--- config.mk ---
export PLATFORM = sky130hd
export DESIGN_NAME = pipe_pack
export DESIGN_NICKNAME = d
export VERILOG_FILES = /design/src/rtl/pipe_pack.sv
export SDC_FILE = /design/constraint.sdc
export NUM_CORES = 1
export LEC_CHECK = 0
export ABC_AREA = 0
export BUFFER_PORTS_ARGS = -buffer_cell sky130_fd_sc_hd__buf_2
export CELL_PAD_IN_SITES_DETAIL_PLACEMENT = 1
export CELL_PAD_IN_SITES_GLOBAL_PLACEMENT = 2
export CORE_UTILIZATION = 33
export DETAILED_ROUTE_END_ITERATION = 10
export GPL_TIMING_DRIVEN = 0
export PLACE_DENSITY = 0.74
export SLEW_MARGIN = 5
export SYNTH_ARGS = -nofsm -noshare
export SYNTH_HDL_FRONTEND = slang
export SYNTH_SLANG_ARGS = --single-unit
--- constraint.sdc ---
create_clock -name i_clk -period 1.62 [get_ports i_clk]
set_input_delay 0 -clock i_clk [delete_from_list [all_inputs] [get_ports i_clk]]
set_output_delay 0 -clock i_clk [all_outputs]
set_load 0.02 [all_outputs]
--- src/rtl/pipe_pack.sv ---
// Packs W_IN-bit input beats into W_DATA-bit words, lane 0 first, with s_last flushing a partial word.
// Optional word counter port o_word_cnt is enabled by defining PIPE_PACK_CNT_EN.
module pipe_pack #(
  parameter int W_DATA = 32,
  parameter int W_IN   = 8
) (
  input  logic                   i_clk,
  input  logic                   resetn,
  input  logic                   s_valid,
  output logic                   s_ready,
  input  logic [W_IN-1:0]        s_data,
  input  logic                   s_last,
  output logic                   m_valid,
  input  logic                   m_ready,
  output logic [W_DATA-1:0]      m_data,
  output logic [W_DATA/W_IN-1:0] m_keep,
  output logic                   m_last
`ifdef PIPE_PACK_CNT_EN
  ,
  output logic [15:0]            o_word_cnt
`endif
);

  localparam int N     = W_DATA / W_IN;
  localparam int IDX_W = (N > 1) ? $clog2(N) : 1;

  // Handshake: a beat moves on s_valid && s_ready, a word moves on m_valid && m_ready,
  // both sampled on the rising edge of i_clk; valid never waits on ready.
  typedef enum logic {ACC = 1'b0, FULL = 1'b1} state_t;

  state_t             state;
  logic [IDX_W-1:0]   idx;
  logic [W_DATA-1:0]  acc_data;
  logic [N-1:0]       acc_keep;
  logic               acc_last;

  logic               accept;
  logic               complete;
  logic               out_free;
  logic [W_DATA-1:0]  word_data;
  logic [N-1:0]       word_keep;

  assign accept   = s_valid && s_ready;
  assign complete = accept && ((idx == IDX_W'(N - 1)) || s_last);
  assign out_free = !m_valid || m_ready;

  // Accumulator contents merged with the beat arriving this cycle.
  always_comb begin
    word_data = acc_data;
    word_keep = acc_keep;
    for (int k = 0; k < N; k++) begin
      if (idx == IDX_W'(k)) begin
        word_data[k*W_IN +: W_IN] = s_data;
        word_keep[k]              = 1'b1;
      end
    end
  end

  always_ff @(posedge i_clk or negedge resetn) begin
    if (!resetn) begin
      state    <= ACC;
      idx      <= '0;
      acc_data <= '0;
      acc_keep <= '0;
      acc_last <= 1'b0;
      s_ready  <= 1'b0;
      m_valid  <= 1'b0;
      m_data   <= '0;
      m_keep   <= '0;
      m_last   <= 1'b0;
    end else begin
      case (state)
        ACC: begin
          s_ready <= 1'b1;
          if (m_valid && m_ready) m_valid <= 1'b0;
          if (complete && out_free) begin
            m_valid  <= 1'b1;
            m_data   <= word_data;
            m_keep   <= word_keep;
            m_last   <= s_last;
            idx      <= '0;
            acc_data <= '0;
            acc_keep <= '0;
            acc_last <= 1'b0;
          end else if (complete) begin
            // Output register still occupied: park the finished word here.
            state    <= FULL;
            s_ready  <= 1'b0;
            acc_data <= word_data;
            acc_keep <= word_keep;
            acc_last <= s_last;
          end else if (accept) begin
            acc_data <= word_data;
            acc_keep <= word_keep;
            idx      <= idx + 1'b1;
          end
        end
        FULL: begin
          if (m_valid && m_ready) begin
            state    <= ACC;
            s_ready  <= 1'b1;
            m_data   <= acc_data;
            m_keep   <= acc_keep;
            m_last   <= acc_last;
            idx      <= '0;
            acc_data <= '0;
            acc_keep <= '0;
            acc_last <= 1'b0;
          end
        end
        default: state <= ACC;
      endcase
    end
  end

`ifdef PIPE_PACK_CNT_EN
  always_ff @(posedge i_clk or negedge resetn) begin
    if (!resetn) o_word_cnt <= '0;
    else if (m_valid && m_ready) o_word_cnt <= o_word_cnt + 16'd1;
  end
`endif

endmodule

==> out/qor.txt <==
==============================================================================
Sequential group share of total power                                    0.365
Vias in the first global route                                            2664
Worst Hold Margin                                                     30.06 ps
Overflow left after global routing                                           0
First-pass DRT Iterations                                                    4
WS Path Type                                                      flip-flop to flip-flop
RSZ-0062 raised after global routing                                       yes
Final wirelength                                                      9.103 mm
Syn_nets                                                                   316
Share of Yosys cell area claimed by the top area cell type              0.5754
Number of top-level design ports                                            52
Post-Route Skew                                                       13.95 ps
Synth warnings                                                               0
Sum of buffers and inverters on the critical path                            2
Cell count after synthesis                                                 299
Final period utilization                                                0.9778
Clock tree from TritonCTS                                                built
Final count of hold timing violations                                        0
Global routing met1 resource utilization                                0.2407
Routed via count                                                          2524
Detail Route Antenna Nets                                                    0
Number of design rule violations left after detail routing                   0
Worst-path maximum fanout                                                    6
Starting utilization of the core area                                   0.3467
Highest clock rate                                                   631.3 MHz
Switching fraction of total power                                       0.3965
Placed Cells                                                               476
Prevailing post-synth register cell                               sky130_fd_sc_hd__dfrtp_1
Biggest area consumer among synthesized cells                     sky130_fd_sc_hd__dfrtp_1
Cells taking the most area after synthesis                        sky130_fd_sc_hd__dfrtp_1, sky130_fd_sc_hd__mux2i_1, sky130_fd_sc_hd__a22o_1
Number of buffers added by the clock tree synthesis step                     9
CP max stage cell                                                 sky130_fd_sc_hd__dfrtp_2
Worst voltage drop across the vdd grid                             0.0007136 V
Wire per inst                                                         18.03 um
Leakage                                                            0.002172 uW
Final HPWL DP                                                         6.045 mm
Most frequent cells in the layout                                 sky130_fd_sc_hd__dfrtp_1, sky130_fd_sc_hd__buf_2, sky130_fd_sc_hd__mux2i_1
Final number of max-transition violations                                    0
Logic pwr share                                                          0.439
Met2 GRT Util                                                           0.2848
Count of unique library cells instantiated by Yosys                         34
Type of the worst min-delay path                                  input port to flip-flop
Clk buf depth                                                                2
Pin count of the biggest net entering global routing                        44
Worst stage delay on the critical path                                  420 ps
Clock insertion delay at the later pin of the skew report               360 ps
Number of placement rows                                                    36
Global-route wire length before repair                                14.78 mm
Fraction of the yosys area taken by sequential cells                    0.5754
Internal power contribution                                            5026 uW
Data required time of the critical path                                1860 ps
Worst Setup Start Kind                                               flip-flop
Share of post-route cells with drive strength above 1                   0.3333
Critical path data arrival time                                        1820 ps
Number of enable-type register cells in the synthesized netlist              0
Clock-pin slew on the worst setup and hold paths                         80 ps
Post-synthesis cell area                                          0.003436 sq mm
H-tree lvl count                                                             3
Net switching power                                                    3302 uW
Crit-path cells                                                   ha_4 > nor2_4 > o31a_4 > buf_8 > clkbuf_16 > nand2_2 > o21ai_1
Commonest non-fill, non-tap cell in the layout                    sky130_fd_sc_hd__dfrtp_1
Outcome                                                           finished clean
Post-synthesis area per instance                                   11.49 sq um
Vias per cell                                                            4.998
Reg area                                                          0.001979 sq mm
Antenna fix cells                                                            0
Power density over the cells                                      1887 mW/mm^2
Endpoint class of the critical path                                  flip-flop
Multi-input gate area in the final layout                         0.001479 sq mm
Maximum Capacitance Violations                                               0
Area of the core                                                  0.009910 sq mm
Share of synthesized registers carrying an async set or reset            1.000
Gr usage total                                                          0.1765
Least-Margin Pin Slew                                                 557.8 ps
Growth of design area from synthesis to finish                          28.48%
Share of power burned in the clock network                               0.197
GRT Max-Usage Layer                                                       met2
Number of standard cells in the final layout excluding fillers             505
Last weighted congestion value of the routability-driven placer         0.7370
Final #Nets                                                                384
Met3 Usage GRT                                                         0.02444
Die footprint                                                     0.01082 sq mm
Chip height                                                           104.0 um
Buffer cell driving the clock tree root                           sky130_fd_sc_hd__clkbuf_8
Number of fill cells                                                      1092
# clock sinks                                                               79
Crit path max-delay family                                          flip-flops
X dimension of the die                                                104.0 um
Worst rel slew slack                                                    0.6282
Setup Viol. Count Final                                                      0
Count of input and output buffers                                           43
Worst reg2reg setup slack                                                40 ps
Iteration-0 DRC Markers                                                     59
Flip-flop and latch count after synthesis                                   79
Post-layout minimum cycle time                                         1584 ps
Antenna violations before repair                                             0
==============================================================================
## layer usage
metal	wire length, um	up-vias	share of wire
met5	0	-	0
met4	116	0	0.013
met3	278	9	0.031
met2	4417	43	0.49
met1	4291	1278	0.47
li1	-	1194	-
## repair_timing
item,4_1_cts,5_1_grt
setup endpoints to repair,75,75
hold buffers,3,0
buffers inserted,3,5
gates resized for setup,17,41
pin swaps,2,14
cloned,0,3
endpoints found under the hold margin,39,0
## registers in the layout, summed over array words and instances, names as in the netlist
name      flops
acc_last      1
m_data       32
m_last        1
s_ready       1
idx           2
acc_data     32
state         1
acc_keep      4
m_keep        4
m_valid       1
## worst min-delay path: stages
cell and delay (ps):
sky130_fd_sc_hd__buf_2 120, sky130_fd_sc_hd__nand3b_4 120, sky130_fd_sc_hd__o21ai_0 90
## layout make-up
| type | instances | share of cell area |
|---|---|---|
| Multi-Input combinational cell | 196 | 0.3350 |
| Clock inverter | 6 | 0.02126 |
| Inverter | 5 | 0.004819 |
| Buffer | 19 | 0.03090 |
| Tap cell | 133 | 0.03770 |
| Sequential cell | 79 | 0.4484 |
| Timing Repair Buffer | 57 | 0.09297 |
| Clock buffer | 10 | 0.02891 |
## power groups by stage
stage	combinational (uW)	clock (uW)	sequential [uW]
after detailed placement	3150	0	3050
after floorplan	1810	0	3370
after CTS	3350	1680	3020
final	3650	1640	3040
after global placement	3080	0	3010
after global routing	3980	1740	3120
## through the flow
step	cell area (sq um)	util	setup WS, ps	total power (uW)	setup TNS [ps]
floorplan	3436	-	15.79	5178	0
global placement	3817	0.3852	-343.8	6087	-19040
detailed placement	3847	0.3883	-372.5	6197	-13770
CTS	4204	0.4242	4.312	8056	0
global route	4414	0.4455	-36.07	8842	-296.4
finish	4414	0.4455	36.02	8328	0
## cells in the mapped netlist, types with 4 or more instances
cell and n:
sky130_fd_sc_hd__o21ai_1 21, sky130_fd_sc_hd__nand2_1 42, sky130_fd_sc_hd__a21oi_1 9, sky130_fd_sc_hd__buf_1 8, sky130_fd_sc_hd__inv_1 4, sky130_fd_sc_hd__buf_2 5
sky130_fd_sc_hd__ha_1 4, sky130_fd_sc_hd__o21ai_0 21, sky130_fd_sc_hd__a22o_1 32, sky130_fd_sc_hd__dfrtp_1 79, sky130_fd_sc_hd__nor2_1 4, sky130_fd_sc_hd__mux2i_1 33
sky130_fd_sc_hd__nor2b_1 4, sky130_fd_sc_hd__nor2_2 4
## logic make-up after synthesis
kind of cell,share of synthesized area
DFF,0.5754
adders and majority gates,0.01457
buffers and inverters,0.03969
AOI/OAI and AO/OA,0.1868
and+or+nand+nor,0.08739
muxes,0.09614
## worst paths after layout
kind	depth (start not counted)	to	from
max in group asynchronous	3	acc_data[24]$_DFFE_PN0P_	resetn
hold reg to reg	2	m_data[2]$_DFFE_PN0P_	m_data[2]$_DFFE_PN0P_
setup / recovery	7	m_data[26]$_DFFE_PN0P_	idx[1]$_DFFE_PN0P_
hold / removal	3	m_valid$_DFFE_PN0P_	s_valid
min in group asynchronous	2	state$_DFF_PN0_	resetn
setup reg to reg	7	m_data[26]$_DFFE_PN0P_	idx[1]$_DFFE_PN0P_
Note: power is estimated with default switching activity, not from simulation.
